==> config.mk <==
export PLATFORM = sky130hd
export DESIGN_NAME = vga_timing_ctrl
export DESIGN_NICKNAME = d
export VERILOG_FILES = /design/src/rtl/vga_pkg.sv /design/src/rtl/vga_axis_ctrl.sv /design/src/rtl/vga_timing_ctrl.sv
export SDC_FILE = /design/constraint.sdc
export NUM_CORES = 1
export LEC_CHECK = 0
export BUFFER_PORTS_ARGS = -buffer_cell sky130_fd_sc_hd__buf_4
export CAP_MARGIN = 30
export CORE_AREA = 3 3 77 50
export DETAILED_ROUTE_END_ITERATION = 8
export DIE_AREA = 0 0 80 53
export PLACE_DENSITY = 0.8
export SETUP_SLACK_MARGIN = 0.15
export SLEW_MARGIN = 20
export SYNTH_ARGS = -nofsm -noshare
export SYNTH_HDL_FRONTEND = slang
export SYNTH_SLANG_ARGS = --single-unit
==> constraint.sdc <==
create_clock -name clk -period 6.26 [get_ports clk]
set_input_delay 0.313 -clock clk [delete_from_list [all_inputs] [get_ports clk]]
set_output_delay 0.313 -clock clk [all_outputs]
set_load 0.1 [all_outputs]
==> src/rtl/vga_pkg.sv <==
// Shared 640x480@60 timing defaults, derived totals and the state/phase encodings
// used by the VGA timing controller and its per-axis counter.
package vga_pkg;

    localparam int CNT_W = 10;

    localparam int VGA_H_ACTIVE = 640;
    localparam int VGA_H_FP     = 16;
    localparam int VGA_H_SYNC   = 96;
    localparam int VGA_H_BP     = 48;
    localparam int VGA_V_ACTIVE = 480;
    localparam int VGA_V_FP     = 10;
    localparam int VGA_V_SYNC   = 2;
    localparam int VGA_V_BP     = 33;

    localparam int VGA_H_TOTAL = VGA_H_ACTIVE + VGA_H_FP + VGA_H_SYNC + VGA_H_BP;
    localparam int VGA_V_TOTAL = VGA_V_ACTIVE + VGA_V_FP + VGA_V_SYNC + VGA_V_BP;

    typedef enum logic [1:0] {
        PH_ACTIVE,
        PH_FRONT,
        PH_SYNC,
        PH_BACK
    } phase_t;

    typedef enum logic {
        ST_IDLE,
        ST_RUN
    } state_t;

endpackage

==> src/rtl/vga_axis_ctrl.sv <==
// One timing axis: wrapping counter plus ACTIVE/FRONT/SYNC/BACK phase FSM.
// Count and phase update on the edge where i_step is high; i_clr wins over i_step.
module vga_axis_ctrl
    import vga_pkg::*;
#(
    parameter int ACTIVE = VGA_H_ACTIVE,
    parameter int FP     = VGA_H_FP,
    parameter int SYNC   = VGA_H_SYNC,
    parameter int BP     = VGA_H_BP
) (
    input  logic             i_clk,
    input  logic             i_clr,
    input  logic             i_step,
    input  logic             i_wrap_en,
    output logic [CNT_W-1:0] o_count,
    output phase_t           o_phase_nxt,
    output logic             o_wrap
);

    localparam int TOTAL = ACTIVE + FP + SYNC + BP;

    localparam logic [CNT_W-1:0] C_FRONT = CNT_W'(ACTIVE);
    localparam logic [CNT_W-1:0] C_SYNC  = CNT_W'(ACTIVE + FP);
    localparam logic [CNT_W-1:0] C_BACK  = CNT_W'(ACTIVE + FP + SYNC);
    localparam logic [CNT_W-1:0] C_LAST  = CNT_W'(TOTAL - 1);
    localparam logic [CNT_W-1:0] C_ONE   = CNT_W'(1);

    logic [CNT_W-1:0] r_count;
    logic [CNT_W-1:0] w_count_nxt;
    phase_t           r_phase;
    phase_t           w_phase_nxt;
    logic             w_at_last;

    assign w_at_last = (r_count == C_LAST);

    always_comb begin
        w_count_nxt = r_count;
        if (i_clr) begin
            w_count_nxt = '0;
        end else if (i_step) begin
            if (!w_at_last) begin
                w_count_nxt = r_count + C_ONE;
            end else if (i_wrap_en) begin
                w_count_nxt = '0;
            end
        end
    end

    // Phase follows the count it will sit beside, so both flops always agree.
    always_comb begin
        w_phase_nxt = r_phase;
        if (i_clr) begin
            w_phase_nxt = PH_ACTIVE;
        end else if (i_step) begin
            case (r_phase)
                PH_ACTIVE: if (w_count_nxt == C_FRONT) w_phase_nxt = PH_FRONT;
                PH_FRONT:  if (w_count_nxt == C_SYNC)  w_phase_nxt = PH_SYNC;
                PH_SYNC:   if (w_count_nxt == C_BACK)  w_phase_nxt = PH_BACK;
                PH_BACK:   if (w_count_nxt == '0)      w_phase_nxt = PH_ACTIVE;
                default:   w_phase_nxt = PH_ACTIVE;
            endcase
        end
    end

    always_ff @(posedge i_clk) begin
        r_count <= w_count_nxt;
        r_phase <= w_phase_nxt;
    end

    assign o_count     = r_count;
    assign o_phase_nxt = w_phase_nxt;
    assign o_wrap      = w_at_last;

endmodule

==> src/rtl/vga_timing_ctrl.sv <==
// VGA sync/timing generator: IDLE/RUN control over horizontal and vertical axis counters.
// Every output is a flop updated on the same edge as hc/vc; pix_en low freezes RUN state.
module vga_timing_ctrl
    import vga_pkg::*;
#(
    parameter int H_ACTIVE = VGA_H_ACTIVE,
    parameter int H_FP     = VGA_H_FP,
    parameter int H_SYNC   = VGA_H_SYNC,
    parameter int H_BP     = VGA_H_BP,
    parameter int V_ACTIVE = VGA_V_ACTIVE,
    parameter int V_FP     = VGA_V_FP,
    parameter int V_SYNC   = VGA_V_SYNC,
    parameter int V_BP     = VGA_V_BP
) (
    input  logic             clk,
    input  logic             clr,
    input  logic             pix_en,
    input  logic             enable,
    output logic             hsync,
    output logic             vsync,
    output logic             video_on,
    output logic [CNT_W-1:0] hc,
    output logic [CNT_W-1:0] vc,
    output logic             line_start,
    output logic             frame_start
);

    state_t           r_state;
    state_t           w_state_nxt;
    logic             w_start;
    logic             w_advance;
    logic             w_axis_clr;
    logic             w_h_wrap;
    logic             w_v_wrap;
    logic             w_v_step;
    phase_t           w_h_phase_nxt;
    phase_t           w_v_phase_nxt;
    logic [CNT_W-1:0] w_hc;
    logic [CNT_W-1:0] w_vc;

    logic r_hsync;
    logic r_vsync;
    logic r_video_on;
    logic r_line_start;
    logic r_frame_start;

    always_ff @(posedge clk) begin
        if (clr) begin
            r_state <= ST_IDLE;
        end else begin
            r_state <= w_state_nxt;
        end
    end

    // Dropping enable beats a coincident pixel tick.
    always_comb begin
        w_state_nxt = r_state;
        w_start     = 1'b0;
        w_advance   = 1'b0;
        if (clr || !enable) begin
            w_state_nxt = ST_IDLE;
        end else if (r_state == ST_IDLE) begin
            if (pix_en) begin
                w_state_nxt = ST_RUN;
                w_start     = 1'b1;
            end
        end else begin
            w_advance = pix_en;
        end
    end

    assign w_axis_clr = (w_state_nxt == ST_IDLE) || w_start;
    assign w_v_step   = w_advance && w_h_wrap;

    vga_axis_ctrl #(
        .ACTIVE (H_ACTIVE),
        .FP     (H_FP),
        .SYNC   (H_SYNC),
        .BP     (H_BP)
    ) u_h_axis (
        .i_clk       (clk),
        .i_clr       (w_axis_clr),
        .i_step      (w_advance),
        .i_wrap_en   (1'b1),
        .o_count     (w_hc),
        .o_phase_nxt (w_h_phase_nxt),
        .o_wrap      (w_h_wrap)
    );

    vga_axis_ctrl #(
        .ACTIVE (V_ACTIVE),
        .FP     (V_FP),
        .SYNC   (V_SYNC),
        .BP     (V_BP)
    ) u_v_axis (
        .i_clk       (clk),
        .i_clr       (w_axis_clr),
        .i_step      (w_v_step),
        .i_wrap_en   (1'b1),
        .o_count     (w_vc),
        .o_phase_nxt (w_v_phase_nxt),
        .o_wrap      (w_v_wrap)
    );

    // Decoded outputs are registered from next-state values to line up with hc/vc.
    always_ff @(posedge clk) begin
        if (clr) begin
            r_hsync       <= 1'b1;
            r_vsync       <= 1'b1;
            r_video_on    <= 1'b0;
            r_line_start  <= 1'b0;
            r_frame_start <= 1'b0;
        end else begin
            r_hsync       <= (w_h_phase_nxt != PH_SYNC);
            r_vsync       <= (w_v_phase_nxt != PH_SYNC);
            r_video_on    <= (w_state_nxt == ST_RUN) &&
                             (w_h_phase_nxt == PH_ACTIVE) &&
                             (w_v_phase_nxt == PH_ACTIVE);
            r_line_start  <= w_start || w_v_step;
            r_frame_start <= w_start || (w_v_step && w_v_wrap);
        end
    end

    assign hsync       = r_hsync;
    assign vsync       = r_vsync;
    assign video_on    = r_video_on;
    assign hc          = w_hc;
    assign vc          = w_vc;
    assign line_start  = r_line_start;
    assign frame_start = r_frame_start;

endmodule

==> results of run 1 <==
-- critical path, cell delays in order (launching register included) --
cell and delay, ps:
sky130_fd_sc_hd__dfxtp_1 420, sky130_fd_sc_hd__ha_1 230, sky130_fd_sc_hd__nand4_1 230, sky130_fd_sc_hd__or4_1 740, sky130_fd_sc_hd__or4_2 740, sky130_fd_sc_hd__a211o_1 310, sky130_fd_sc_hd__nor4_1 320, sky130_fd_sc_hd__o211ai_1 180
sky130_fd_sc_hd__o311ai_0 470, sky130_fd_sc_hd__nor4b_2 90
-- power by group --
part	switching, W	internal (W)
Combinational	0.0000149	0.00000621
Sequential	0.00000145	0.000192
Clock	0.0000688	0.0000763
-- per-stage QoR --
stage,total power [W],instances
floorplan,0.000213,206
global placement,0.000219,274
detailed placement,0.000219,274
CTS,0.000362,281
global route,0.000370,281
finish,0.000360,281
-- worst max-delay path by stage --
stage | end | startpoint | slack [ps] | cells after the start
final | video_on | u_h_axis.o_count[0] | 2390 | 9
after global routing | video_on | u_h_axis.o_count[0] | 2180 | 9
after CTS | video_on | u_h_axis.o_count[0] | 2420 | 9
after detailed placement | video_on | u_h_axis.o_count[0] | 2460 | 9
after global placement | video_on | u_h_axis.o_count[0] | 2590 | 9
after floorplan | video_on | u_h_axis.o_count[0] | 2050 | 9
-- area by class of cell --
class | count | area [um2]
clock buffers | 7 | 76.3
repair buffers | 29 | 218
inverters | 12 | 45.0
well taps | 45 | 56.3
multi-input cells | 158 | 1070
flip-flops and latches | 30 | 601
fillers | 270 | 1140
-- synth_stat cells (3+ instances only) --
cell type                   n
sky130_fd_sc_hd__buf_2      3
sky130_fd_sc_hd__dfxtp_1   30
sky130_fd_sc_hd__nand4_1    5
sky130_fd_sc_hd__nor4_1     7
sky130_fd_sc_hd__nand3_1    8
sky130_fd_sc_hd__and3_1     4
sky130_fd_sc_hd__o211ai_1   4
sky130_fd_sc_hd__o21ai_0    6
sky130_fd_sc_hd__inv_1     12
sky130_fd_sc_hd__and2_1     4
sky130_fd_sc_hd__nor2_1    16
sky130_fd_sc_hd__a21oi_1   11
sky130_fd_sc_hd__nand2_1   16
sky130_fd_sc_hd__nor3_1     7
sky130_fd_sc_hd__xor2_1     5
sky130_fd_sc_hd__nand4b_1   3
sky130_fd_sc_hd__ha_1       3
sky130_fd_sc_hd__o31a_1     3
sky130_fd_sc_hd__xnor2_1    4
sky130_fd_sc_hd__or3_1      3
-- cells by family after synthesis --
logic type,synth area share
xor gates and xnor gates,0.0452
buffers and inverters,0.0430
adders and majority gates,0.0215
AOI/OAI and AO/OA,0.187
and+or+nand+nor,0.338
muxes,0.0208
DFF,0.344
-- sequential cells by signal, indices dropped and copies added (netlist names) --
| signal | cells |
|---|---|
| u_h_axis.o_count | 10 |
| u_h_axis.r_phase | 2 |
| frame_start | 1 |
| video_on | 1 |
| r_state | 1 |
| u_v_axis.o_count | 10 |
| hsync | 1 |
| u_v_axis.r_phase | 2 |
| vsync | 1 |
| line_start | 1 |
-- routing by layer --
| layer | routed length (um) | part of all wire | GRT usage | up-vias |
|---|---|---|---|---|
| li1 | - | - | - | 841 |
| met1 | 2240 | 0.49 | 0.351 | 830 |
| met2 | 1770 | 0.39 | 0.308 | 116 |
| met3 | 517 | 0.11 | 0.0646 | 12 |
| met4 | 54 | 0.012 | 0.0843 | 0 |
| met5 | 0 | 0 | 0 | - |
==> insert_results.sql, run 1 <==
INSERT INTO impl_metrics (metric_group, metric, value, unit) VALUES
('status', 'status', 'finished, final reports clean', ''),
('die', 'ioPinCount', '29', ''),
('timing', 'final.period_utilization', '0.618', ''),
('worst_setup_path', 'worstSetupPathType', 'flop to flop', ''),
('placed_design', 'dp_hpwl', '3.29', 'mm'),
('clock_network', 'clkSinkCount', '30', ''),
('power', 'vdd_drop_max', '0.000125', 'V'),
('clock_network', 'cts_buffer_count', '5', ''),
('drt', 'detailedRoute.firstIterationViolations', '271', ''),
('global_routing', 'grt.total_usage', '0.233', ''),
('finish', 'antenna-diode-count', '0', ''),
('synthesis', 'number_of_flops_mapped_to_enable_cells_by_yosys', '0', ''),
('global_routing', 'grt-ovfl-total', '0', ''),
('clock_network', 'cts.reportedPaths.clkPinSlew', '60', 'ps'),
('global_routing', 'first_pass_grt_wire_length', '7.53', 'mm'),
('clock_network', 'tritoncts', 'done', ''),
('placed_design', 'post_dp_cell_area', '1990', 'um2'),
('die', 'floorplan.initialDensity', '0.545', ''),
('clock_network', 'post-cts-setup-buffers', '0', ''),
('finish', 'utilization', '0.645', ''),
('worst_setup_path', 'worst-r2r-cell-count', '9', ''),
('worst_hold_path', 'timing.hold.worst_path_depth', '2', ''),
('worst_setup_path', 'worstPathRequired', '6410', 'ps'),
('synthesis', 'syn-mean-instance-area', '8.47', 'um2'),
('die', 'die_area', '4240', 'um2'),
('timing', 'final-hold-violation-count', '0', ''),
('placed_design', 'port-buffer-count', '28', ''),
('run', 'timing.max_cap.violations', '0', ''),
('synthesis', 'synth.top_cells.by_area', 'sky130_fd_sc_hd__dfxtp_1, sky130_fd_sc_hd__nand2_1, sky130_fd_sc_hd__nor2_1', ''),
('finish', 'drive_above_1_share', '0.203', ''),
('timing', 'maxClockFrequency', '258', 'MHz'),
('synthesis', 'synth_cell_types', '61', ''),
('worst_hold_path', 'worstHoldPathType', 'primary input to flop', ''),
('timing', 'setup-tns-final', '0', 'ps'),
('worst_hold_path', 'hold_path.startpoint', 'pix_en', ''),
('drt', 'route.vias.total', '1799', ''),
('worst_setup_path', 'path_max_fanout', '11', ''),
('synthesis', 'synthesis.area', '1750', 'um2'),
('drt', 'drc_errors', '0', ''),
('drt', 'final_antenna_net_count', '0', ''),
('global_routing', 'grt_max_degree', '17', ''),
('global_routing', 'first_global_vias', '1564', ''),
('synthesis', 'ys.warnings.count', '0', ''),
('worst_setup_path', 'crit_path_end_kind', 'flop', ''),
('synthesis', 'synth_fp_nets', '213', ''),
('placed_design', 'dp_worst_setup_slack', '2460', 'ps'),
('clock_network', 'htreeDepth', '2', ''),
('synthesis', 'synth.largest_area_cell', 'sky130_fd_sc_hd__dfxtp_1', ''),
('synthesis', 'synth-seq-area-share', '0.344', ''),
('synthesis', 'netlist_instances', '206', ''),
('worst_setup_path', 'setup.worst_path.start_class', 'flop', ''),
('finish', 'areaGrowthSynthToFinish', '18.4', '%'),
('clock_network', 'clock_tree.buffer_depth', '2', ''),
('clock_network', 'clockRootBuffer', 'sky130_fd_sc_hd__clkbuf_8', ''),
('clock_network', 'holdBufCountCts', '0', ''),
('die', 'fp.dieH', '53', 'um'),
('drt', 'detailedRoute.firstPassIterationCount', '5', ''),
('timing', 'timing.final.ws_setup', '2390', 'ps'),
('worst_setup_path', 'rr_endpoint', 'video_on', ''),
('finish', 'design.final.nets', '243', ''),
('timing', 'unrepaired_setup_endpoints_after_global_routing', 'no', ''),
('global_routing', 'grt_antenna_before_repair', '0', ''),
('power', 'p_per_area', '174', 'nW/um2'),
('timing', 'holdWs', '382', 'ps'),
('timing', 'clock-skew-final', '8.23', 'ps'),
('finish', 'final_cell_mix', 'sky130_fd_sc_hd__dfxtp_1, sky130_fd_sc_hd__buf_4, sky130_fd_sc_hd__nand2_1, sky130_fd_sc_hd__nor2_1, sky130_fd_sc_hd__inv_1', ''),
('synthesis', 'asr_flop_ratio_synth', '0', ''),
('timing', 'timing.max_slew.rel_slack', '0.534', ''),
('synthesis', 'synth_flop_cell', 'sky130_fd_sc_hd__dfxtp_1', ''),
('die', 'floorplan.rows', '16', ''),
('worst_setup_path', 'r2r-start', 'u_h_axis.o_count[0]', '');
Note: power is estimated with default switching activity, not from simulation.
==> run 2: changes to the inputs <==
==> constraint.sdc (replaced) <==
create_clock -name clk -period 3.6 [get_ports clk]
set_input_delay 0.18 -clock clk [delete_from_list [all_inputs] [get_ports clk]]
set_output_delay 0.18 -clock clk [all_outputs]
set_load 0.1 [all_outputs]
==> run 2 against run 1 <==
  * Utilization is 7.0 points higher
  * Final area is 11% higher
  * Worst setup slack worse by 2300 ps
  * Final cell count is 5.3% higher
  * Clock skew is 5.0 ps lower
  * Worst hold slack worse by 160 ps
  * Largest cell class unchanged
  * Largest power group unchanged
==> insert_results.sql, run 2 (synthesis gave the netlist of run 1 again) <==
INSERT INTO impl_metrics (metric_group, metric, value, unit) VALUES
('status', 'status', 'finished, final reports clean', ''),
('worst_setup_path', 'timing.critical_path.arrival', '3660', 'ps'),
('worst_setup_path', 'path_common_cell', 'sky130_fd_sc_hd__or4b_4', ''),
('timing', 'maxClockFrequency', '289', 'MHz'),
('power', 'power.share.combinational', '0.062', ''),
('worst_setup_path', 'worstSetupPathType', 'flop to flop', ''),
('timing', 'clock-skew-final', '3.26', 'ps'),
('power', 'p_sw', '0.000157', 'W'),
('drt', 'detailedRoute.firstIterationViolations', '163', ''),
('timing', 'final.period_utilization', '0.961', ''),
('drt', 'drc_errors', '0', ''),
('worst_setup_path', 'worstPathRequired', '3800', 'ps'),
('timing', 'setup-tns-final', '0', 'ps'),
('die', 'floorplan.rows', '16', ''),
('global_routing', 'first_global_vias', '1613', ''),
('placed_design', 'dp_hpwl', '3.50', 'mm'),
('global_routing', 'grt-ovfl-total', '0', ''),
('finish', 'instances_no_fill', '296', ''),
('worst_setup_path', 'cp.buffers_inverters', '0', ''),
('power', 'vdd_drop_max', '0.000242', 'V'),
('clock_network', 'cts_buffer_count', '5', ''),
('clock_network', 'holdBufCountCts', '0', ''),
('clock_network', 'clockRootBuffer', 'sky130_fd_sc_hd__clkbuf_8', ''),
('power', 'pwr-share-clk', '0.431', ''),
('timing', 'final-hold-violation-count', '0', ''),
('global_routing', 'grt_max_degree', '16', ''),
('worst_hold_path', 'worstHoldPathType', 'primary input to flop', ''),
('placed_design', 'finalWeightedCongestion', '0.881', ''),
('power', 'internal-power', '0.000495', 'W'),
('worst_setup_path', 'path_cells', 'or4b_4, o31a_1, mux2_4, or3_1, or4b_4, or4_1, a32o_2, nor4b_2', ''),
('die', 'floorplan.initialDensity', '0.545', ''),
('finish', 'final_cell_mix', 'sky130_fd_sc_hd__buf_4, sky130_fd_sc_hd__nand2_1, sky130_fd_sc_hd__nor2_1, sky130_fd_sc_hd__dfxtp_1, sky130_fd_sc_hd__inv_1', ''),
('power', 'power.share.switching', '0.240', ''),
('worst_setup_path', 'crit_path_end_kind', 'flop', ''),
('timing', 'drv_slew', '0', ''),
('timing', 'tightestPinTransition', '498', 'ps'),
('power', 'p_leak', '0.937', 'nW'),
('clock_network', 'htreeDepth', '2', ''),
('worst_setup_path', 'critPathSlowestCell', 'sky130_fd_sc_hd__or4b_4', ''),
('drt', 'wl_per_cell', '16.9', 'um'),
('drt', 'viasPerCell', '6.26', ''),
('run', 'timing.max_cap.violations', '0', ''),
('clock_network', 'clock_tree.buffer_depth', '2', ''),
('die', 'core_region_area', '3200', 'um2'),
('drt', 'finalWirelength', '4.99', 'mm'),
('die', 'ioPinCount', '29', ''),
('timing', 'period_minus_ws_final', '3460', 'ps'),
('worst_setup_path', 'critical_path.max_stage_delay', '560', 'ps'),
('placed_design', 'placed_cells', '281', ''),
('finish', 'antenna-diode-count', '0', ''),
('worst_setup_path', 'critical_path.top_delay_family', 'simple AND/OR/NAND/NOR gates', ''),
('timing', 'setup_viol', '0', ''),
('die', 'fp.dieH', '53', 'um'),
('drt', 'final_antenna_net_count', '0', ''),
('worst_setup_path', 'setup.worst_path.start_class', 'flop', ''),
('power', 'p_per_area', '285', 'nW/um2'),
('die', 'die_area', '4240', 'um2'),
('finish', 'areaGrowthSynthToFinish', '31.2', '%'),
('placed_design', 'port-buffer-count', '28', ''),
('timing', 'timing.max_slew.rel_slack', '0.665', ''),
('timing', 'unrepaired_setup_endpoints_after_global_routing', 'yes', ''),
('drt', 'route.vias.total', '1854', ''),
('finish', 'drive_above_1_share', '0.355', ''),
('die', 'chipWidth', '80', 'um'),
('clock_network', 'clkSinkCount', '30', ''),
('finish', 'design.final.nets', '257', ''),
('global_routing', 'grt.total_usage', '0.251', ''),
('worst_setup_path', 'path_max_fanout', '5', ''),
('clock_network', 'insertion_delay', '280', 'ps'),
('global_routing', 'grt_antenna_before_repair', '0', ''),
('clock_network', 'cts.reportedPaths.clkPinSlew', '60', 'ps'),
('clock_network', 'tritoncts', 'done', ''),
('finish', 'layout.cells.most_common', 'sky130_fd_sc_hd__buf_4', ''),
('global_routing', 'first_pass_grt_wire_length', '8.00', 'mm'),
('finish', 'final.fill_count', '249', ''),
('power', 'seq_power_share', '0.506', ''),
('drt', 'detailedRoute.firstPassIterationCount', '5', '');
[run 2: final timing paths]
kind                                          start                   to  slack [ps]  cells after the start
worst max-delay path            u_v_axis.o_count[6]             video_on         140                      8
worst min-delay path                         pix_en  u_h_axis.o_count[1]         220                      2
worst max register to register  u_v_axis.o_count[6]             video_on         140                      8
worst min register to register  u_v_axis.o_count[6]  u_v_axis.o_count[6]         540                      2
[run 2: worst register-to-register path, stage by stage (launching register included)]
cell	delay (ps)
sky130_fd_sc_hd__dfxtp_4	360
sky130_fd_sc_hd__or4b_4	530
sky130_fd_sc_hd__o31a_1	290
sky130_fd_sc_hd__mux2_4	270
sky130_fd_sc_hd__or3_1	310
sky130_fd_sc_hd__or4b_4	560
sky130_fd_sc_hd__or4_1	490
sky130_fd_sc_hd__a32o_2	310
sky130_fd_sc_hd__nor4b_2	260
[run 2: repair_timing]
| item | in CTS | in global routing |
|---|---|---|
| setup buffers | 6 | 1 |
| endpoints found under the setup margin | 1 | 4 |
| gates resized for setup | 4 | 3 |
| pin swaps | 5 | 1 |
[run 2: final cells by class]
class                           instances  area (um2)  share of cell area
Inverter                               12        45.0              0.0197
Multi-Input combinational cell        158        1130               0.493
Clock inverter                          1        5.00             0.00219
Tap cell                               45        56.3              0.0246
Timing Repair Buffer                   43         327               0.143
Clock buffer                            7        86.3              0.0377
Sequential cell                        30         642               0.280
[run 2: per-stage QoR]
stage / area [um2] / utilization / worst slack [ps] / power [W] / hold WS (ps)
floorplan: 1820 / - / 119 / 0.000365 / 376
global placement: 2110 / 0.660 / 178 / 0.000376 / 504
detailed placement: 2110 / 0.660 / 27.3 / 0.000376 / 511
CTS: 2260 / 0.707 / 153 / 0.000657 / 208
global route: 2290 / 0.715 / 65.5 / 0.000673 / 240
finish: 2290 / 0.715 / 139 / 0.000651 / 222
[run 2: power by group through the flow]
stage | registers, W | clock network, W | logic, W
final | 0.000330 | 0.000281 | 0.0000406
after global routing | 0.000330 | 0.000300 | 0.0000434
after CTS | 0.000330 | 0.000288 | 0.0000396
after detailed placement | 0.000337 | 0 | 0.0000392
after global placement | 0.000337 | 0 | 0.0000392
after floorplan | 0.000349 | 0 | 0.0000161
[run 2: per-layer routing]
metal	global-route usage	up-vias	wire length [um]
li1	-	865	-
met1	0.394	866	2460
met2	0.315	113	1880
met3	0.0612	10	552
met4	0.0955	0	93
met5	0	-	0
==> run 3: changes to the inputs <==
--- a/config.mk
+++ b/config.mk
@@ -5,9 +5,10 @@
 export SDC_FILE = /design/constraint.sdc
 export NUM_CORES = 1
 export LEC_CHECK = 0
-export BUFFER_PORTS_ARGS = -buffer_cell sky130_fd_sc_hd__buf_4
+export BUFFER_PORTS_ARGS = -buffer_cell sky130_fd_sc_hd__buf_2
 export CAP_MARGIN = 30
 export CORE_AREA = 3 3 77 50
+export CTS_CLUSTER_SIZE = 12
 export DETAILED_ROUTE_END_ITERATION = 8
 export DIE_AREA = 0 0 80 53
 export PLACE_DENSITY = 0.8
==> run 3 against run 2 <==
  * Global-route usage is 0.38 points lower
  * Die area stayed put
  * First-iteration DRC count is 31% higher
  * Worst hold slack better by 60 ps
  * Clock skew is 3.1 ps higher
  * Largest power group unchanged
==> insert_results.sql, run 3 (synthesis gave the netlist of run 1 again) <==
INSERT INTO impl_metrics (metric_group, metric, value, unit) VALUES
('status', 'status', 'finished, final reports clean', ''),
('clock_network', 'clockRootBuffer', 'sky130_fd_sc_hd__clkbuf_8', ''),
('finish', 'drive_above_1_share', '0.373', ''),
('drt', 'drc_errors', '0', ''),
('clock_network', 'holdBufCountCts', '0', ''),
('timing', 'final.period_utilization', '0.960', ''),
('timing', 'tightestPinTransition', '555', 'ps'),
('finish', 'final.fill_count', '250', ''),
('finish', 'multi_input_area', '1160', 'um2'),
('power', 'p_leak', '0.980', 'nW'),
('timing', 'maxClockFrequency', '289', 'MHz'),
('finish', 'areaGrowthSynthToFinish', '30.7', '%'),
('worst_hold_path', 'hold_path.startpoint', 'enable', ''),
('clock_network', 'cts.reportedPaths.clkPinSlew', '70', 'ps'),
('drt', 'viasPerCell', '6.31', ''),
('clock_network', 'tritoncts', 'done', ''),
('worst_setup_path', 'r2r-start', 'u_h_axis.o_count[1]', ''),
('die', 'floorplan.initialDensity', '0.545', ''),
('worst_setup_path', 'worst-r2r-cell-count', '10', ''),
('timing', 'setup_viol', '0', ''),
('worst_setup_path', 'path_common_cell', 'sky130_fd_sc_hd__or4_4', ''),
('placed_design', 'finalWeightedCongestion', '0.879', ''),
('drt', 'finalWirelength', '5.18', 'mm'),
('die', 'floorplan.rows', '16', ''),
('worst_setup_path', 'critPathSlowestCell', 'sky130_fd_sc_hd__or4b_4', ''),
('finish', 'final-seq-area', '642', 'um2'),
('clock_network', 'insertion_delay', '290', 'ps'),
('timing', 'period_minus_ws_final', '3450', 'ps'),
('clock_network', 'clkSinkCount', '30', ''),
('timing', 'timing.max_slew.rel_slack', '0.627', ''),
('die', 'die_area', '4240', 'um2'),
('timing', 'drv_slew', '0', ''),
('worst_setup_path', 'timing.critical_path.arrival', '3660', 'ps'),
('worst_hold_path', 'hold-path-endpoint', 'r_state', ''),
('finish', 'layout.cells.most_common', 'sky130_fd_sc_hd__buf_2', ''),
('worst_hold_path', 'worstHoldPathType', 'primary input to flop', ''),
('finish', 'design.final.nets', '261', ''),
('power', 'p_per_area', '290', 'nW/um2'),
('die', 'ioPinCount', '29', ''),
('drt', 'detailedRoute.firstIterationViolations', '213', ''),
('worst_setup_path', 'worstPathRequired', '3800', 'ps'),
('placed_design', 'dp_hpwl', '3.57', 'mm'),
('worst_setup_path', 'path_max_fanout', '5', ''),
('finish', 'final_cell_mix', 'sky130_fd_sc_hd__buf_2, sky130_fd_sc_hd__buf_4, sky130_fd_sc_hd__nand2_1, sky130_fd_sc_hd__nor2_1, sky130_fd_sc_hd__dfxtp_1', ''),
('clock_network', 'cts_buffer_count', '5', ''),
('worst_setup_path', 'worstSetupPathType', 'flop to flop', ''),
('die', 'chipWidth', '80', 'um'),
('timing', 'clock-skew-final', '6.38', 'ps'),
('drt', 'final_antenna_net_count', '0', ''),
('global_routing', 'grt.total_usage', '0.247', ''),
('global_routing', 'grt_antenna_before_repair', '0', ''),
('drt', 'detailedRoute.firstPassIterationCount', '5', ''),
('worst_setup_path', 'crit_path_end_kind', 'flop', ''),
('worst_setup_path', 'rr_endpoint', 'video_on', ''),
('finish', 'utilization', '0.712', ''),
('timing', 'final-hold-violation-count', '0', ''),
('worst_setup_path', 'ff2ff_setup_slack', '150', 'ps'),
('die', 'fp.dieH', '53', 'um'),
('drt', 'route.vias.total', '1894', ''),
('clock_network', 'clock_tree.buffer_depth', '2', ''),
('global_routing', 'first_pass_grt_wire_length', '7.80', 'mm'),
('power', 'total_power', '0.000661', 'W'),
('worst_setup_path', 'setup.worst_path.start_class', 'flop', ''),
('worst_setup_path', 'path_cells', 'ha_4, nand4_1, buf_4, or4_4, o31ai_4, a21oi_2, or4b_4, or4_4, a32o_2, nor4b_2', ''),
('drt', 'wl_per_cell', '17.3', 'um'),
('die', 'core_region_area', '3200', 'um2'),
('finish', 'antenna-diode-count', '0', ''),
('global_routing', 'grt-ovfl-total', '0', ''),
('global_routing', 'first_global_vias', '1583', ''),
('power', 'vdd_drop_max', '0.000199', 'V'),
('worst_setup_path', 'critical_path.max_stage_delay', '540', 'ps'),
('worst_hold_path', 'timing.hold.worst_path_depth', '3', ''),
('timing', 'unrepaired_setup_endpoints_after_global_routing', 'yes', ''),
('run', 'timing.max_cap.violations', '0', ''),
('clock_network', 'htreeDepth', '2', ''),
('global_routing', 'grt_max_degree', '16', ''),
('placed_design', 'port-buffer-count', '28', '');
run 3: cell count changes in the layout (fill, tap and decap cells not counted), sizes merged:
| cell | previous run | this run |
|---|---|---|
| inv | 12 | 13 |
| buf | 43 | 47 |
| clkbuf | 7 | 6 |
run 3: cell type report:
class,count,area share
sequential,30,0.281
inverter,12,0.0197
timing repair buffer,47,0.124
clock buffer,6,0.0362
multi-input combinational,158,0.509
clock inverter,2,0.00494
tap,45,0.0247
run 3: worst max-delay path by stage:
stage,slack (ps),to,cells after the start,from
5_1_grt,50,video_on,10,u_h_axis.o_count[0]
3_3_place_gp,90,video_on,9,u_h_axis.o_count[0]
6_report,150,video_on,10,u_h_axis.o_count[1]
3_5_place_dp,-20,video_on,9,u_h_axis.o_count[1]
4_1_cts,150,video_on,9,u_h_axis.o_count[1]
2_1_floorplan,120,video_on,10,u_h_axis.o_count[0]
run 3: metrics by stage:
| step | setup TNS [ps] | hold slack [ps] | area [um2] | setup slack (ps) | std cells |
|---|---|---|---|---|---|
| 2_1_floorplan | 0 | 376 | 1820 | 119 | 206 |
| 3_3_place_gp | 0 | 528 | 2060 | 92.5 | 283 |
| 3_5_place_dp | -20.2 | 536 | 2060 | -20.2 | 283 |
| 4_1_cts | 0 | 278 | 2190 | 151 | 292 |
| 5_1_grt | 0 | 311 | 2280 | 45.8 | 300 |
| 6_report | 0 | 282 | 2280 | 145 | 300 |
run 3: per-layer routing:
metal	vias to the layer above	wire [um]	GRT usage	share of wire
met5	-	0	0	0
met4	0	133	0.0787	0.026
met3	21	617	0.0680	0.12
met2	134	2060	0.327	0.40
met1	859	2370	0.375	0.46
li1	880	-	-	-
run 3: worst max-delay path, delay by kind of cell (launching register included):
kind | cells | cell delay [ps]
AOI/OAI and AO/OA | 3 | 650
and+or+nand+nor | 5 | 2000
adders and majority gates | 1 | 140
buffers and inverters | 1 | 220
DFF | 1 | 360
run 3: where the power goes:
part | leakage, nW | switching, W | internal, W
combinational | 0.675 | 0.0000284 | 0.0000119
clock | 0.0515 | 0.000137 | 0.000154
sequential | 0.253 | 0.00000126 | 0.000328
run 3: repair_timing:
action | 4_1_cts | 5_1_grt
buffers inserted | 1 | 8
pin swaps | 5 | 8
gates resized for setup | 6 | 5
endpoints found under the setup margin | 2 | 4
